### src/rtl/if_fetch_ctrl_if.sv
// rtl/if_fetch_ctrl_if.sv - fetch controller bus: PC, stall/flush, imem handshake, IF/ID outputs
interface if_fetch_ctrl_if #(
    parameter int ADDR_W = 32,
    parameter int DATA_W = 32
);
    logic [ADDR_W-1:0] i_pc;
    logic              o_pc_write;
    logic              i_stall;
    logic              i_flush;
    logic              o_imem_req;
    logic [ADDR_W-1:0] o_imem_addr;
    logic              i_imem_ack;
    logic [DATA_W-1:0] i_imem_rdata;
    logic              o_ifid_valid;
    logic [DATA_W-1:0] o_ifid_instr;
    logic [ADDR_W-1:0] o_ifid_pc;

    modport master (
        input  i_pc, i_stall, i_flush, i_imem_ack, i_imem_rdata,
        output o_pc_write, o_imem_req, o_imem_addr,
        output o_ifid_valid, o_ifid_instr, o_ifid_pc
    );

    modport slave (
        output i_pc, i_stall, i_flush, i_imem_ack, i_imem_rdata,
        input  o_pc_write, o_imem_req, o_imem_addr,
        input  o_ifid_valid, o_ifid_instr, o_ifid_pc
    );
endinterface

### src/rtl/if_fetch_ctrl.sv
// rtl/if_fetch_ctrl.sv - instruction fetch controller with imem req/ack and IF/ID register
module if_fetch_ctrl #(
    parameter int              ADDR_W    = 32,
    parameter int              DATA_W    = 32,
    parameter logic [DATA_W-1:0] NOP_INSTR = 32'h00000000
) (
    input  logic          clk,
    input  logic          reset,
    if_fetch_ctrl_if.master bus
);

    typedef enum logic [1:0] {
        ST_ISSUE = 2'd0,
        ST_REQ   = 2'd1,
        ST_HOLD  = 2'd2
    } state_t;

    state_t            state, state_n;
    logic              req, req_n;
    logic [ADDR_W-1:0] addr, addr_n;
    logic              drop, drop_n;
    logic              ifid_valid, ifid_valid_n;
    logic [DATA_W-1:0] ifid_instr, ifid_instr_n;
    logic [ADDR_W-1:0] ifid_pc, ifid_pc_n;
    logic [DATA_W-1:0] buf_instr, buf_instr_n;
    logic [ADDR_W-1:0] buf_pc, buf_pc_n;
    logic              cap;
    logic [DATA_W-1:0] cap_instr;
    logic [ADDR_W-1:0] cap_pc;
    logic              pc_write;

    // State register: FSM, request/address, drop flag, hold buffer and IF/ID
    always_ff @(posedge clk) begin
        if (reset) begin
            state      <= ST_ISSUE;
            req        <= 1'b0;
            addr       <= '0;
            drop       <= 1'b0;
            ifid_valid <= 1'b0;
            ifid_instr <= NOP_INSTR;
            ifid_pc    <= '0;
            buf_instr  <= '0;
            buf_pc     <= '0;
        end else begin
            state      <= state_n;
            req        <= req_n;
            addr       <= addr_n;
            drop       <= drop_n;
            ifid_valid <= ifid_valid_n;
            ifid_instr <= ifid_instr_n;
            ifid_pc    <= ifid_pc_n;
            buf_instr  <= buf_instr_n;
            buf_pc     <= buf_pc_n;
        end
    end

    // Next-state, handshake, PC write enable and IF/ID update priority
    always_comb begin
        state_n      = state;
        req_n        = req;
        addr_n       = addr;
        drop_n       = drop;
        buf_instr_n  = buf_instr;
        buf_pc_n     = buf_pc;
        cap          = 1'b0;
        cap_instr    = bus.i_imem_rdata;
        cap_pc       = addr;
        pc_write     = 1'b0;
        ifid_valid_n = ifid_valid;
        ifid_instr_n = ifid_instr;
        ifid_pc_n    = ifid_pc;

        case (state)
            ST_ISSUE: begin
                // A flush reloads the PC on this edge, so the old i_pc is stale
                if (!bus.i_flush) begin
                    addr_n  = bus.i_pc;
                    req_n   = 1'b1;
                    state_n = ST_REQ;
                end
            end
            ST_REQ: begin
                if (bus.i_imem_ack) begin
                    req_n   = 1'b0;
                    drop_n  = 1'b0;
                    state_n = ST_ISSUE;
                    if (drop || bus.i_flush) begin
                        // Response belongs to a squashed path: discard it
                    end else if (!bus.i_stall) begin
                        cap       = 1'b1;
                        cap_instr = bus.i_imem_rdata;
                        cap_pc    = addr;
                        pc_write  = 1'b1;
                    end else begin
                        buf_instr_n = bus.i_imem_rdata;
                        buf_pc_n    = addr;
                        state_n     = ST_HOLD;
                    end
                end else if (bus.i_flush) begin
                    // The memory handshake cannot be withdrawn; remember to toss the reply
                    drop_n = 1'b1;
                end
            end
            ST_HOLD: begin
                if (bus.i_flush) begin
                    state_n = ST_ISSUE;
                end else if (!bus.i_stall) begin
                    cap       = 1'b1;
                    cap_instr = buf_instr;
                    cap_pc    = buf_pc;
                    pc_write  = 1'b1;
                    state_n   = ST_ISSUE;
                end
            end
            default: begin
                state_n = ST_ISSUE;
                req_n   = 1'b0;
            end
        endcase

        if (bus.i_flush) begin
            pc_write = 1'b1;
        end

        if (bus.i_flush) begin
            ifid_valid_n = 1'b0;
            ifid_instr_n = NOP_INSTR;
            ifid_pc_n    = '0;
        end else if (bus.i_stall) begin
            ifid_valid_n = ifid_valid;
        end else if (cap) begin
            ifid_valid_n = 1'b1;
            ifid_instr_n = cap_instr;
            ifid_pc_n    = cap_pc;
        end else begin
            ifid_valid_n = 1'b0;
            ifid_instr_n = NOP_INSTR;
        end
    end

    assign bus.o_pc_write   = pc_write;
    assign bus.o_imem_req   = req;
    assign bus.o_imem_addr  = addr;
    assign bus.o_ifid_valid = ifid_valid;
    assign bus.o_ifid_instr = ifid_instr;
    assign bus.o_ifid_pc    = ifid_pc;

endmodule
### src/flat_wrapper.sv
// flat-port wrapper written by rule: the top's interface ports become plain ports
module if_fetch_ctrl_flat 
#(
    parameter int              ADDR_W    = 32,
    parameter int              DATA_W    = 32,
    parameter logic [DATA_W-1:0] NOP_INSTR = 32'h00000000
)
  (clk, reset, bus_i_pc, bus_i_stall, bus_i_flush, bus_i_imem_ack, bus_i_imem_rdata, bus_o_pc_write, bus_o_imem_req, bus_o_imem_addr, bus_o_ifid_valid, bus_o_ifid_instr, bus_o_ifid_pc);
  if_fetch_ctrl_if #(.ADDR_W(ADDR_W), .DATA_W(DATA_W)) bus_i ();
  input  logic clk;
  input  logic reset;
  input wire logic [$bits(bus_i.i_pc)-1:0] bus_i_pc;
  input wire logic [$bits(bus_i.i_stall)-1:0] bus_i_stall;
  input wire logic [$bits(bus_i.i_flush)-1:0] bus_i_flush;
  input wire logic [$bits(bus_i.i_imem_ack)-1:0] bus_i_imem_ack;
  input wire logic [$bits(bus_i.i_imem_rdata)-1:0] bus_i_imem_rdata;
  output wire logic [$bits(bus_i.o_pc_write)-1:0] bus_o_pc_write;
  output wire logic [$bits(bus_i.o_imem_req)-1:0] bus_o_imem_req;
  output wire logic [$bits(bus_i.o_imem_addr)-1:0] bus_o_imem_addr;
  output wire logic [$bits(bus_i.o_ifid_valid)-1:0] bus_o_ifid_valid;
  output wire logic [$bits(bus_i.o_ifid_instr)-1:0] bus_o_ifid_instr;
  output wire logic [$bits(bus_i.o_ifid_pc)-1:0] bus_o_ifid_pc;
  assign bus_i.i_pc = bus_i_pc;
  assign bus_i.i_stall = bus_i_stall;
  assign bus_i.i_flush = bus_i_flush;
  assign bus_i.i_imem_ack = bus_i_imem_ack;
  assign bus_i.i_imem_rdata = bus_i_imem_rdata;
  assign bus_o_pc_write = bus_i.o_pc_write;
  assign bus_o_imem_req = bus_i.o_imem_req;
  assign bus_o_imem_addr = bus_i.o_imem_addr;
  assign bus_o_ifid_valid = bus_i.o_ifid_valid;
  assign bus_o_ifid_instr = bus_i.o_ifid_instr;
  assign bus_o_ifid_pc = bus_i.o_ifid_pc;
  if_fetch_ctrl #(.ADDR_W(ADDR_W), .DATA_W(DATA_W), .NOP_INSTR(NOP_INSTR)) u_core (.clk(clk), .reset(reset), .bus(bus_i));
endmodule
### config.mk
export PLATFORM = sky130hd
export DESIGN_NAME = if_fetch_ctrl_flat
export DESIGN_NICKNAME = d
export VERILOG_FILES = /design/src/rtl/if_fetch_ctrl_if.sv /design/src/rtl/if_fetch_ctrl.sv /design/src/flat_wrapper.sv
export SDC_FILE = /design/constraint.sdc
export NUM_CORES = 1
export LEC_CHECK = 0
export ABC_AREA = 1
export CORE_AREA = 4 4 145 147
export DETAILED_ROUTE_END_ITERATION = 10
export DIE_AREA = 0 0 149 151
export SYNTH_ARGS = -nofsm -noshare
export SYNTH_HDL_FRONTEND = slang
export SYNTH_SLANG_ARGS = --single-unit
export TNS_END_PERCENT = 100
### constraint.sdc
create_clock -name clk -period 3 [get_ports clk]
set_clock_uncertainty 0.2 [all_clocks]
set_input_delay 0.6 -clock clk [delete_from_list [all_inputs] [get_ports clk]]
set_output_delay 0.6 -clock clk [all_outputs]
set_load 0.005 [all_outputs]
==> results by stage <==
Run status:
- The flow ran to the end, and the final reports show no timing, DRC or antenna violations.

Critical path:
- The count of cells along the worst register-to-register path is 7.
- STA classifies the critical path endpoint as an output pin.
- The arrival time of the worst setup path is 2.03 ns.
- The required time reported for the critical path endpoint is approximately 2.2 ns.
- In this run the worst path has a maximum fanout of 15.
- The critical path start-end classification is flip-flop to output pin.
- The worst setup path is launched from a flip-flop.

Logic synthesis:
- The dominant combinational cell family by area after synthesis is compound AO/OA/AOI/OAI gates.
- The post-synthesis mux area share is 0%.
- The per-instance average area after synthesis is 7.29 µm².
- The area share of and/or/nand/nor cells after synthesis is 18.9%.
- The fraction of the mapped netlist area in compound gates is 22.1%.
- Of the total synthesized cell area, the portion taken by full adders, half adders and majority gates is less than 1%.
- The number of standard cells after synthesis is between 900 and 1000.
- The cell area after synthesis is 6780 µm².
- Synthesis inferred 165 register bits.
- Of the synthesized area, sequential elements account for 48.7%.
- Of the total synthesized cell area, the portion taken by XOR and XNOR cells is 0%.
- The count of unique library cells instantiated by Yosys is 24.
- The net count of the mapped netlist is roughly 1000.
- The count of synthesis-stage warnings from yosys is 0.

Route:
- The detailed-router iteration count before antenna repair is 5.
- In this run, the number of DRC markers left after iteration 0 of detailed routing was 276.
- In this run the remaining antenna-violating nets after routing total 0.
- The average via count per standard cell is approximately 4.7.
- After detailed routing, the total wire length is 18100 µm.
- The routed layout has approximately 6200 vias.
- After detailed routing, the number of remaining DRC violations is 0.
- The routed length per instance is between 10 and 15 µm.

Timing:
- The number of endpoints with negative hold slack in the final report is 0.
- The setup total negative slack is 0 ns.
- The clock period minus final worst setup slack is 2.83 ns.
- The final critical path takes up a little over nine tenths of the cycle.
- Setup repair after global routing left no endpoint under its margin.
- Setup violations remaining at the end of the flow were counted as 0.
- Hold timing on the final database bottoms out at a slack of 0.245 ns.
- The max-slew violation total from the final report is 0.
- The worst pin sits at a relative slew slack of just under 30%.
- The pin slew with the least headroom to its limit is 1.06 ns.
- Based on the critical path, the design can be clocked at up to about 350 MHz.

Global routing:
- The largest net degree at the start of global routing is 129.
- The via count of the first global-routing pass is 5663.
- The first global-routing pass estimated 29300 µm of wire.
- The final global-route overflow total is 0.
- Across every metal layer, demand over resource in global routing totals 16.2%.
- The number of antenna violations at the first check in global routing is 1.

Min path:
- The type of the worst min-delay path is flip-flop to flip-flop.
- The worst hold path passes through 2 cells.

Finish:
- The count of fill cells added during filler insertion is 2061.
- The library cell used most frequently in the layout, excluding fill and tap cells, is sky130_fd_sc_hd__clkdlybuf4s50_1.
- The count of non-filler cells in the finished layout is approximately 1300.
- The number of diodes added for antenna fixing is 0.
- In the layout the commonest cells are 167 x sky130_fd_sc_hd__clkdlybuf4s50_1, 165 x sky130_fd_sc_hd__dfxtp_1, 145 x sky130_fd_sc_hd__nand2_1.
- The post-route cell area is approximately 9000 µm².
- Relative to the synthesized area, the layout overhead comes to 36.0%.
- At the end of the flow the core is filled with cells to 46.3%.
- The number of nets in the layout is between 1000 and 1500.
- The share of cells above drive strength 1 is 5.50%.

Die:
- The initial utilization of the core area, before any placement, comes to 34.1%.
- The top-level port count is roughly 170.
- The die covers roughly 22000 µm².
- The die boundary width is approximately 150 µm.
- The number of standard-cell rows in the floorplan is between 50 and 60.
- The floorplan step defined a core boundary enclosing around 20000 µm².
- The die height is about 150 µm.

Place:
- The number of port buffers is 167.
- Once placement finished, the instance area stood at 8650 µm².
- Including well taps, the total number of placed cells is 1310.
- Summed over all nets, the half-perimeter wirelength after detailed placement is 11300 µm.
- At the end of routability-driven placement, the weighted congestion stood at 0.745.

Power and ir drop:
- The power density over cell area is 662 nW/µm².
- The worst IR drop on VDD is 0.365 mV.
- The standby leakage power is 3.30 nW.

Clock network:
- The TritonCTS buffer count is 17.
- The CTS clock-pin slew for the worst setup and hold paths is about 0.070 ns.
- TritonCTS built the clock tree.
- The clock tree synthesis step divided the H-tree into 4 levels.
- Hold repair after CTS inserted 0 buffers.
- The CTS root buffer is sky130_fd_sc_hd__clkbuf_16.
- The clock insertion delay at the later pin of the skew report is 0.42 ns.
- The clock passes through at most 2 buffers.
- Counting every sink on the clock net gives 165.

Flow run:
- Max-cap violations in this run came to 0.
[stage by stage]
step | power, mW | setup slack [ns]
2_1_floorplan | 3.44 | 0.785
3_3_place_gp | 4.05 | 0.176
3_5_place_dp | 4.05 | 0.184
4_1_cts | 6.20 | 0.0575
5_1_grt | 6.50 | 0.0163
6_report | 6.10 | 0.165
[final timing paths]
| path | startpoint | end | slack, ns |
|---|---|---|---|
| max | u_core.state[0]$_SDFFE_PP0P_ | bus_o_pc_write | 0.17 |
| min | u_core.buf_instr[3]$_SDFFE_PP0P_ | u_core.buf_instr[3]$_SDFFE_PP0P_ | 0.24 |
| max reg2reg | u_core.state[1]$_SDFFE_PP0P_ | u_core.bus.o_ifid_pc[16]$_SDFFE_PP0P_ | 0.76 |
| min reg2reg | u_core.buf_instr[3]$_SDFFE_PP0P_ | u_core.buf_instr[3]$_SDFFE_PP0P_ | 0.24 |
[routing by layer]
metal | vias to the layer above | global-route usage (%) | share of wire (%)
li1 | 3284 | - | -
met1 | 2799 | 21.3 | 48
met2 | 139 | 25.7 | 44
met3 | 17 | 5.00 | 6.6
met4 | 2 | 4.67 | 0.92
met5 | - | 0 | 0.072
[layout make-up]
cell class                      count  area, µm²  area share [%]
Sequential cell                   165       3300            35.8
Multi-Input combinational cell    609       2870            31.1
Clock inverter                     15        144            1.56
Tap cell                          270        338            3.66
Clock buffer                       17        425            4.61
Inverter                           84        318            3.45
Timing Repair Buffer              182       1820            19.8
[where the power goes]
part / leakage (nW) / total [mW] / switching [mW] / internal (mW)
Clock: 0.273 / 2.11 / 0.947 / 1.16
Combinational: 1.69 / 1.50 / 0.890 / 0.606
Sequential: 1.34 / 2.49 / 0.129 / 2.37
[timing repair]
action                                 4_1_cts  5_1_grt
resized for setup                            0        3
endpoints found under the hold margin        0        0
setup buffers                                0        0
setup endpoints to repair                    0        1
[synthesized netlist by cell type]
master,instances,area [µm²]
sky130_fd_sc_hd__dfxtp_1,165,3300
sky130_fd_sc_hd__nor2_1,105,394
sky130_fd_sc_hd__o21a_1,23,173
sky130_fd_sc_hd__buf_2,29,145
sky130_fd_sc_hd__buf_1,7,26.3
sky130_fd_sc_hd__o21ai_1,3,15.0
sky130_fd_sc_hd__buf_4,1,7.51
sky130_fd_sc_hd__inv_2,2,7.51
sky130_fd_sc_hd__nand4_1,1,6.26
sky130_fd_sc_hd__nand2_1,145,544
sky130_fd_sc_hd__nor2_2,1,6.26
sky130_fd_sc_hd__inv_1,81,304
sky130_fd_sc_hd__clkbuf_2,1,5.00
sky130_fd_sc_hd__nand2_2,2,12.5
sky130_fd_sc_hd__buf_6,3,33.8
sky130_fd_sc_hd__a31oi_1,1,6.26
sky130_fd_sc_hd__clkinv_1,1,3.75
sky130_fd_sc_hd__and3_1,1,6.26
sky130_fd_sc_hd__clkbuf_1,31,116
sky130_fd_sc_hd__a21oi_1,124,621
sky130_fd_sc_hd__nor3_1,1,5.00
sky130_fd_sc_hd__nand3_1,61,305
sky130_fd_sc_hd__ha_1,4,50.1
sky130_fd_sc_hd__o21ai_0,137,686
[critical path, cell delays in order, from the launching register on]
cell	delay, ns
sky130_fd_sc_hd__dfxtp_1	0.32
sky130_fd_sc_hd__inv_1	0.16
sky130_fd_sc_hd__ha_2	0.28
sky130_fd_sc_hd__inv_4	0.10
sky130_fd_sc_hd__o21ai_0	0.15
sky130_fd_sc_hd__nand2_1	0.06
sky130_fd_sc_hd__nand2_1	0.06
sky130_fd_sc_hd__clkdlybuf4s50_1	0.49
[flip-flops by register name, indices dropped and copies added (netlist names)]
register / flops
u_core.bus.o_imem_addr: 32
u_core.drop: 1
u_core.bus.o_ifid_pc: 32
u_core.state: 2
u_core.buf_pc: 32
u_core.bus.o_ifid_valid: 1
u_core.bus.o_ifid_instr: 32
u_core.bus.o_imem_req: 1
u_core.buf_instr: 32
[cells by family after synthesis]
group,count (synthesis)
adder cells (fa/ha/maj),4
buffers and inverters,156
AND/OR/NAND/NOR,317
flip-flops,165
AO/OA/AOI/OAI,288
Note: power is estimated with default switching activity, not from simulation.
